==> config.mk <==
export PLATFORM = sky130hd
export DESIGN_NAME = reg_read_stage
export DESIGN_NICKNAME = d
export VERILOG_FILES = /design/src/rtl/reg_read_stage.sv
export SDC_FILE = /design/constraint.sdc
export NUM_CORES = 1
export LEC_CHECK = 0
export CORE_MARGIN = 5
export CORE_UTILIZATION = 42
export DETAILED_ROUTE_END_ITERATION = 7
export PLACE_DENSITY_LB_ADDON = 0.25
export SLEW_MARGIN = 20
export SYNTH_ARGS = -nofsm -noshare
export SYNTH_HDL_FRONTEND = slang
export SYNTH_SLANG_ARGS = --single-unit
==> constraint.sdc <==
create_clock -name clk -period 6.2 [get_ports clk]
set_input_delay 1.86 -clock clk [delete_from_list [all_inputs] [get_ports clk]]
set_output_delay 1.86 -clock clk [all_outputs]
set_load 0.1 [all_outputs]
==> src/rtl/reg_read_stage.sv <==
// reg_read_stage: operand-fetch stage in front of a two-port register file.
// It accepts decoded instructions and uses a per-register busy scoreboard to
// hold back read-after-write hazards. It issues synchronous reads on both
// register-file ports and funnels writeback writes through port A. Captured
// operands go to execute over a valid/ready handshake.
//
// Ports:
//   clk, rst        clock, synchronous active-high reset
//   in_*            decode side: valid/ready, source regs + use flags, rd, ctrl
//   out_*           execute side: valid/ready, operands, rd, write flag, ctrl
//   wb_*            writeback request (always accepted)
//   rf_*            register-file ports A (read/write) and B (read only)
module reg_read_stage #(
  parameter int unsigned WORD_SIZE  = 32,
  parameter int unsigned REG_ADDR_W = 5,
  parameter int unsigned NUM_REGS   = 32,
  parameter int unsigned CTRL_W     = 16
) (
  input  logic                  clk,
  input  logic                  rst,
  // decode side
  input  logic                  in_valid,
  output logic                  in_ready,
  input  logic [REG_ADDR_W-1:0] in_rs_a,
  input  logic [REG_ADDR_W-1:0] in_rs_b,
  input  logic                  in_use_a,
  input  logic                  in_use_b,
  input  logic [REG_ADDR_W-1:0] in_rd,
  input  logic                  in_wr_rd,
  input  logic [CTRL_W-1:0]     in_ctrl,
  // execute side
  output logic                  out_valid,
  input  logic                  out_ready,
  output logic [WORD_SIZE-1:0]  out_op_a,
  output logic [WORD_SIZE-1:0]  out_op_b,
  output logic [REG_ADDR_W-1:0] out_rd,
  output logic                  out_wr_rd,
  output logic [CTRL_W-1:0]     out_ctrl,
  // writeback
  input  logic                  wb_valid,
  input  logic [REG_ADDR_W-1:0] wb_addr,
  input  logic [WORD_SIZE-1:0]  wb_data,
  // register file
  output logic                  rf_wen_a,
  output logic                  rf_rd_a,
  output logic [REG_ADDR_W-1:0] rf_addr_a,
  output logic [WORD_SIZE-1:0]  rf_din_a,
  input  logic [WORD_SIZE-1:0]  rf_dout_a,
  output logic                  rf_wen_b,
  output logic                  rf_rd_b,
  output logic [REG_ADDR_W-1:0] rf_addr_b,
  output logic [WORD_SIZE-1:0]  rf_din_b,
  input  logic [WORD_SIZE-1:0]  rf_dout_b
);

  typedef enum logic [1:0] {
    S_IDLE = 2'd0,
    S_READ = 2'd1,
    S_FULL = 2'd2
  } state_e;

  state_e                state_q, state_d;
  logic [NUM_REGS-1:0]   busy_q, busy_d;
  logic                  use_a_q, use_a_d;
  logic                  use_b_q, use_b_d;
  logic [REG_ADDR_W-1:0] pend_rd_q, pend_rd_d;
  logic                  pend_wr_q, pend_wr_d;
  logic [CTRL_W-1:0]     pend_ctrl_q, pend_ctrl_d;
  logic                  out_valid_q, out_valid_d;
  logic [WORD_SIZE-1:0]  out_op_a_q, out_op_a_d;
  logic [WORD_SIZE-1:0]  out_op_b_q, out_op_b_d;
  logic [REG_ADDR_W-1:0] out_rd_q, out_rd_d;
  logic                  out_wr_rd_q, out_wr_rd_d;
  logic [CTRL_W-1:0]     out_ctrl_q, out_ctrl_d;

  logic hazard_c;
  logic slot_free_c;
  logic accept_c;
  logic wb_en_c;

  // Handshake: a writeback owns port A, so it blocks any accept that cycle.
  always_comb begin
    hazard_c    = (in_use_a & busy_q[in_rs_a]) | (in_use_b & busy_q[in_rs_b]);
    slot_free_c = (state_q == S_IDLE) | ((state_q == S_FULL) & out_ready);
    in_ready    = ~rst & ~wb_valid & ~hazard_c & slot_free_c;
    accept_c    = in_valid & in_ready;
    wb_en_c     = wb_valid & ~rst;
  end

  // Register-file port drive; address/data are zeroed when a port is unused.
  always_comb begin
    rf_wen_a  = wb_en_c;
    rf_rd_a   = accept_c & in_use_a;
    rf_addr_a = '0;
    rf_din_a  = '0;
    rf_wen_b  = 1'b0;
    rf_rd_b   = accept_c & in_use_b;
    rf_addr_b = '0;
    rf_din_b  = '0;
    if (wb_en_c) begin
      rf_addr_a = wb_addr;
      rf_din_a  = wb_data;
    end else if (rf_rd_a) begin
      rf_addr_a = in_rs_a;
    end
    if (rf_rd_b) begin
      rf_addr_b = in_rs_b;
    end
  end

  // Next-state, scoreboard and output-register logic.
  always_comb begin
    state_d     = state_q;
    busy_d      = busy_q;
    use_a_d     = use_a_q;
    use_b_d     = use_b_q;
    pend_rd_d   = pend_rd_q;
    pend_wr_d   = pend_wr_q;
    pend_ctrl_d = pend_ctrl_q;
    out_valid_d = out_valid_q;
    out_op_a_d  = out_op_a_q;
    out_op_b_d  = out_op_b_q;
    out_rd_d    = out_rd_q;
    out_wr_rd_d = out_wr_rd_q;
    out_ctrl_d  = out_ctrl_q;

    // busy is set after the hazard check, so rd==rs still reads the old value
    if (accept_c) begin
      use_a_d     = in_use_a;
      use_b_d     = in_use_b;
      pend_rd_d   = in_rd;
      pend_wr_d   = in_wr_rd;
      pend_ctrl_d = in_ctrl;
      if (in_wr_rd) begin
        busy_d[in_rd] = 1'b1;
      end
    end
    if (wb_en_c) begin
      busy_d[wb_addr] = 1'b0;
    end

    case (state_q)
      S_IDLE: begin
        if (accept_c) begin
          state_d = S_READ;
        end
      end
      // rf_dout_* were registered at the issue edge; unused sources read as 0
      S_READ: begin
        state_d     = S_FULL;
        out_valid_d = 1'b1;
        out_op_a_d  = use_a_q ? rf_dout_a : '0;
        out_op_b_d  = use_b_q ? rf_dout_b : '0;
        out_rd_d    = pend_rd_q;
        out_wr_rd_d = pend_wr_q;
        out_ctrl_d  = pend_ctrl_q;
      end
      S_FULL: begin
        if (out_ready) begin
          out_valid_d = 1'b0;
          state_d     = accept_c ? S_READ : S_IDLE;
        end
      end
      default: begin
        state_d     = S_IDLE;
        out_valid_d = 1'b0;
      end
    endcase
  end

  // State registers with synchronous reset.
  always_ff @(posedge clk) begin
    if (rst) begin
      state_q     <= S_IDLE;
      busy_q      <= '0;
      use_a_q     <= 1'b0;
      use_b_q     <= 1'b0;
      pend_rd_q   <= '0;
      pend_wr_q   <= 1'b0;
      pend_ctrl_q <= '0;
      out_valid_q <= 1'b0;
      out_op_a_q  <= '0;
      out_op_b_q  <= '0;
      out_rd_q    <= '0;
      out_wr_rd_q <= 1'b0;
      out_ctrl_q  <= '0;
    end else begin
      state_q     <= state_d;
      busy_q      <= busy_d;
      use_a_q     <= use_a_d;
      use_b_q     <= use_b_d;
      pend_rd_q   <= pend_rd_d;
      pend_wr_q   <= pend_wr_d;
      pend_ctrl_q <= pend_ctrl_d;
      out_valid_q <= out_valid_d;
      out_op_a_q  <= out_op_a_d;
      out_op_b_q  <= out_op_b_d;
      out_rd_q    <= out_rd_d;
      out_wr_rd_q <= out_wr_rd_d;
      out_ctrl_q  <= out_ctrl_d;
    end
  end

  assign out_valid = out_valid_q;
  assign out_op_a  = out_op_a_q;
  assign out_op_b  = out_op_b_q;
  assign out_rd    = out_rd_q;
  assign out_wr_rd = out_wr_rd_q;
  assign out_ctrl  = out_ctrl_q;

endmodule

==> summary.txt <==
Worst path top cell family by delay - buffers and inverters
Routing usage on met2 - 0.397
Remaining DRCs - 0
Tightest Pin Transition - 1.06 ns
GRT Util Overall - 0.244
Synthesized area - 0.00663 mm²
Reg clk slew, reported paths - 0.06 ns
Iteration count of the initial detailed-routing pass - 5
CP max-delay cell - clkdlybuf4s50_1
Clk Latency, worst-skew pair - 0.42 ns
Status - finished clean
Critical path startpoint category - input pin
GRT Max-Usage Layer - met2
Max cap viols - 0
Crit path DAT - 4.22 ns
Die X - 136 µm
Worst Setup End Kind - output pin
Met3 Usage GRT - 0.0591
Per-cell routed wire length - 18.0 µm
# rows - 46
Number of global-route vias before repair - 6354
CTS tree - done
Dpl cell area - 0.00952 mm²
DP Wirelength - 16.7 mm
Total wire length - 23.3 mm
Global-route wire length before repair - 35.3 mm
Synth unique cells - 39
CTS Buf Count - 17
Slew Limit Fails - 0
Die area - 0.0184 mm²
Root Buffer - clkbuf_16
Setup crit start - in_rs_a[1]
DR vias/cell - 5.17
Synth-to-layout area growth - 55.0%
Fill cells - 1341
WP buf/inv - 3
Leak - 3.72 nW
Longest Clk Path Bufs - 2
PwrDens - 251 mW/mm²
Port bufs - 272
Unrepaired setup endpoints after global routing - false
Worst hold path class - reg2reg
Gr ovfl total - 0
Drt initial violations - 420
Final #Nets - 1205
Number of synthesis warnings - 0
Max IR drop VDD - 0.000179 V
Crit Path Max Fanout - 8
Via count - 6692
I/O pins - 306
Worst Setup EP - rf_addr_b[1]
Initial antenna violation count - 0
Reg2Reg Setup Slack - 3.52 ns
Syn Inst Count - 818
Crit path cell chain - clkdlybuf4s50_1, mux4_2, mux2i_1, o2111ai_1, o211ai_1, buf_4, and3_4, and2_2, buf_12
Post-route cell area - 0.0103 mm²
Largest stage delay on the critical path - 0.70 ns
Reg2reg start - busy_q[7]
Starting density of the core - 0.422
Hold Vio Cnt, Final - 0
Gp weighted congestion - 0.915
Finished Layout Cells - 1295
Fin util - 0.654
Share of flip-flops with an asynchronous set or reset - 0
Max frequency - 165 MHz
CTS sink cnt - 145
Worst path required time - 4.34 ns
Syn_area_per_cell - 8.11 µm²
FF-to-FF path depth - 7
Cells after DPL - 1258
Hold_buf cts - 0
Max transition margin - 0.292
FF+latch count, synth - 145
Post-layout minimum cycle time - 6.08 ns
Sequential fraction of the synthesis area - 0.438
Most used flip-flop cell after synthesis - dfxtp_1
Worst r2r dst - pend_ctrl_q[8]
EDFF count, synth - 0
Die outline height - 136 µm
Largest net degree at the start of global routing - 92
Crit. path cell count - 9
CTS H-tree depth - 4
Fraction of layout instances using a drive strength above 1 - 0.137
Final setup viols - 0
Met1 global-route usage - 0.325
Crit Path Class - in2out
Post-DRT Antenna Nets - 0
Final Skew - 0.0103 ns
Final period utilization - 0.980
Core area - 0.0157 mm²
cell usage in the layout, fill, tap and decap left out, types with 5 or more instances in the layout:
cell type	instances
buf_4	59
inv_1	6
and2_1	32
nand3_1	109
a211oi_1	5
conb_1	33
nor2_1	10
bufinv_16	6
a32o_1	7
a41oi_1	5
o21ai_0	43
buf_12	15
mux2i_1	5
a21oi_1	136
clkbuf_16	17
clkdlybuf4s50_1	222
dfxtp_1	144
and3_1	5
mux4_2	16
nand2_1	139
nor3b_1	9
cells in the mapped netlist (all sizes together) (5+ instances only):
library cell,number,area share
nor2,10,0.0057
a41oi,5,0.0066
and3,7,0.0066
dfxtp,145,0.44
mux2i,5,0.0075
inv,7,0.0040
o21ai,46,0.035
a211oi,5,0.0057
a32o,7,0.011
nand2,140,0.079
clkbuf,45,0.025
nand3,110,0.083
mux4,16,0.054
nor3b,10,0.012
and2,36,0.034
a21oi,136,0.10
buf,61,0.057
worst register-to-register path, stage by stage (launching register included):
cell and delay (ns):
dfxtp_1 0.34, mux4_2 0.49, mux2_2 0.28, a2bb2oi_2 0.16, buf_4 0.13, nand3_1 0.58
o21ai_0 0.46, a21oi_1 0.11
registers in the layout, summed over array words and instances (netlist names):
name / flops
out_valid: 1
out_rd: 5
out_wr_rd: 1
pend_ctrl_q: 16
busy_q: 32
use_b_q: 1
pend_wr_q: 1
out_op_b: 32
use_a_q: 1
out_ctrl: 16
state_q: 2
pend_rd_q: 5
out_op_a: 32
through the flow:
stage / worst slack, ns / TNS (ns) / hold slack (ns) / total power, mW
finish: 0.123 / 0 / 0.448 / 2.58
global route: 0.0407 / 0 / 0.469 / 2.66
CTS: 0.0116 / 0 / 0.450 / 2.59
detailed placement: -0.0642 / -0.377 / 0.442 / 1.42
global placement: -0.00125 / -0.00125 / 0.434 / 1.41
floorplan: -0.497 / -1.90 / 0.428 / 1.27
area by class of cell:
cell class | instances | area (µm²) | share of cell area
clock buffers | 18 | 429 | 0.0417
diodes | 1 | 2.50 | 0.000243
flip-flops and latches | 145 | 2900 | 0.282
well taps | 216 | 270 | 0.0263
inverters | 8 | 32.5 | 0.00316
clock inverters | 14 | 251 | 0.0245
multi-input cells | 591 | 3360 | 0.327
repair buffers | 302 | 3030 | 0.295
report_power, final:
group | total, mW | switching [mW] | internal, mW
registers | 0.949 | 0.00795 | 0.941
logic | 0.452 | 0.310 | 0.142
clock network | 1.17 | 0.412 | 0.763
total | 2.58 | 0.730 | 1.85
how the worst min path moves through the flow:
stage,start,end,slack [ns],cells past startpoint
2_1_floorplan,pend_ctrl_q[0],out_ctrl[0],0.43,2
3_3_place_gp,pend_ctrl_q[0],out_ctrl[0],0.43,2
3_5_place_dp,pend_rd_q[4],out_rd[4],0.44,2
4_1_cts,pend_ctrl_q[14],out_ctrl[14],0.45,2
5_1_grt,pend_ctrl_q[6],out_ctrl[6],0.47,2
6_report,pend_ctrl_q[1],out_ctrl[1],0.45,2
layer usage:
layer,part of all wire,up-vias
met5,0,-
met2,0.48,271
met4,0.018,0
met1,0.42,3101
met3,0.085,37
li1,-,3283
logic make-up after synthesis:
| logic type | count (synthesis) | synth area share |
|---|---|---|
| AO/OA/AOI/OAI | 210 | 0.176 |
| buffers and inverters | 114 | 0.0870 |
| flip-flops | 145 | 0.438 |
| multiplexers | 22 | 0.0636 |
| other | 1 | 0.000565 |
| AND/OR/NAND/NOR | 326 | 0.235 |
what timing repair did:
action / in CTS / in global routing
pin swaps: 0 / 4
endpoints found under the setup margin: 11 / 12
setup buffers: 1 / 2
gates cloned: 0 / 1
resized for setup: 3 / 14
endpoints found under the hold margin: 0 / 0
Note: power is estimated with default switching activity, not from simulation.
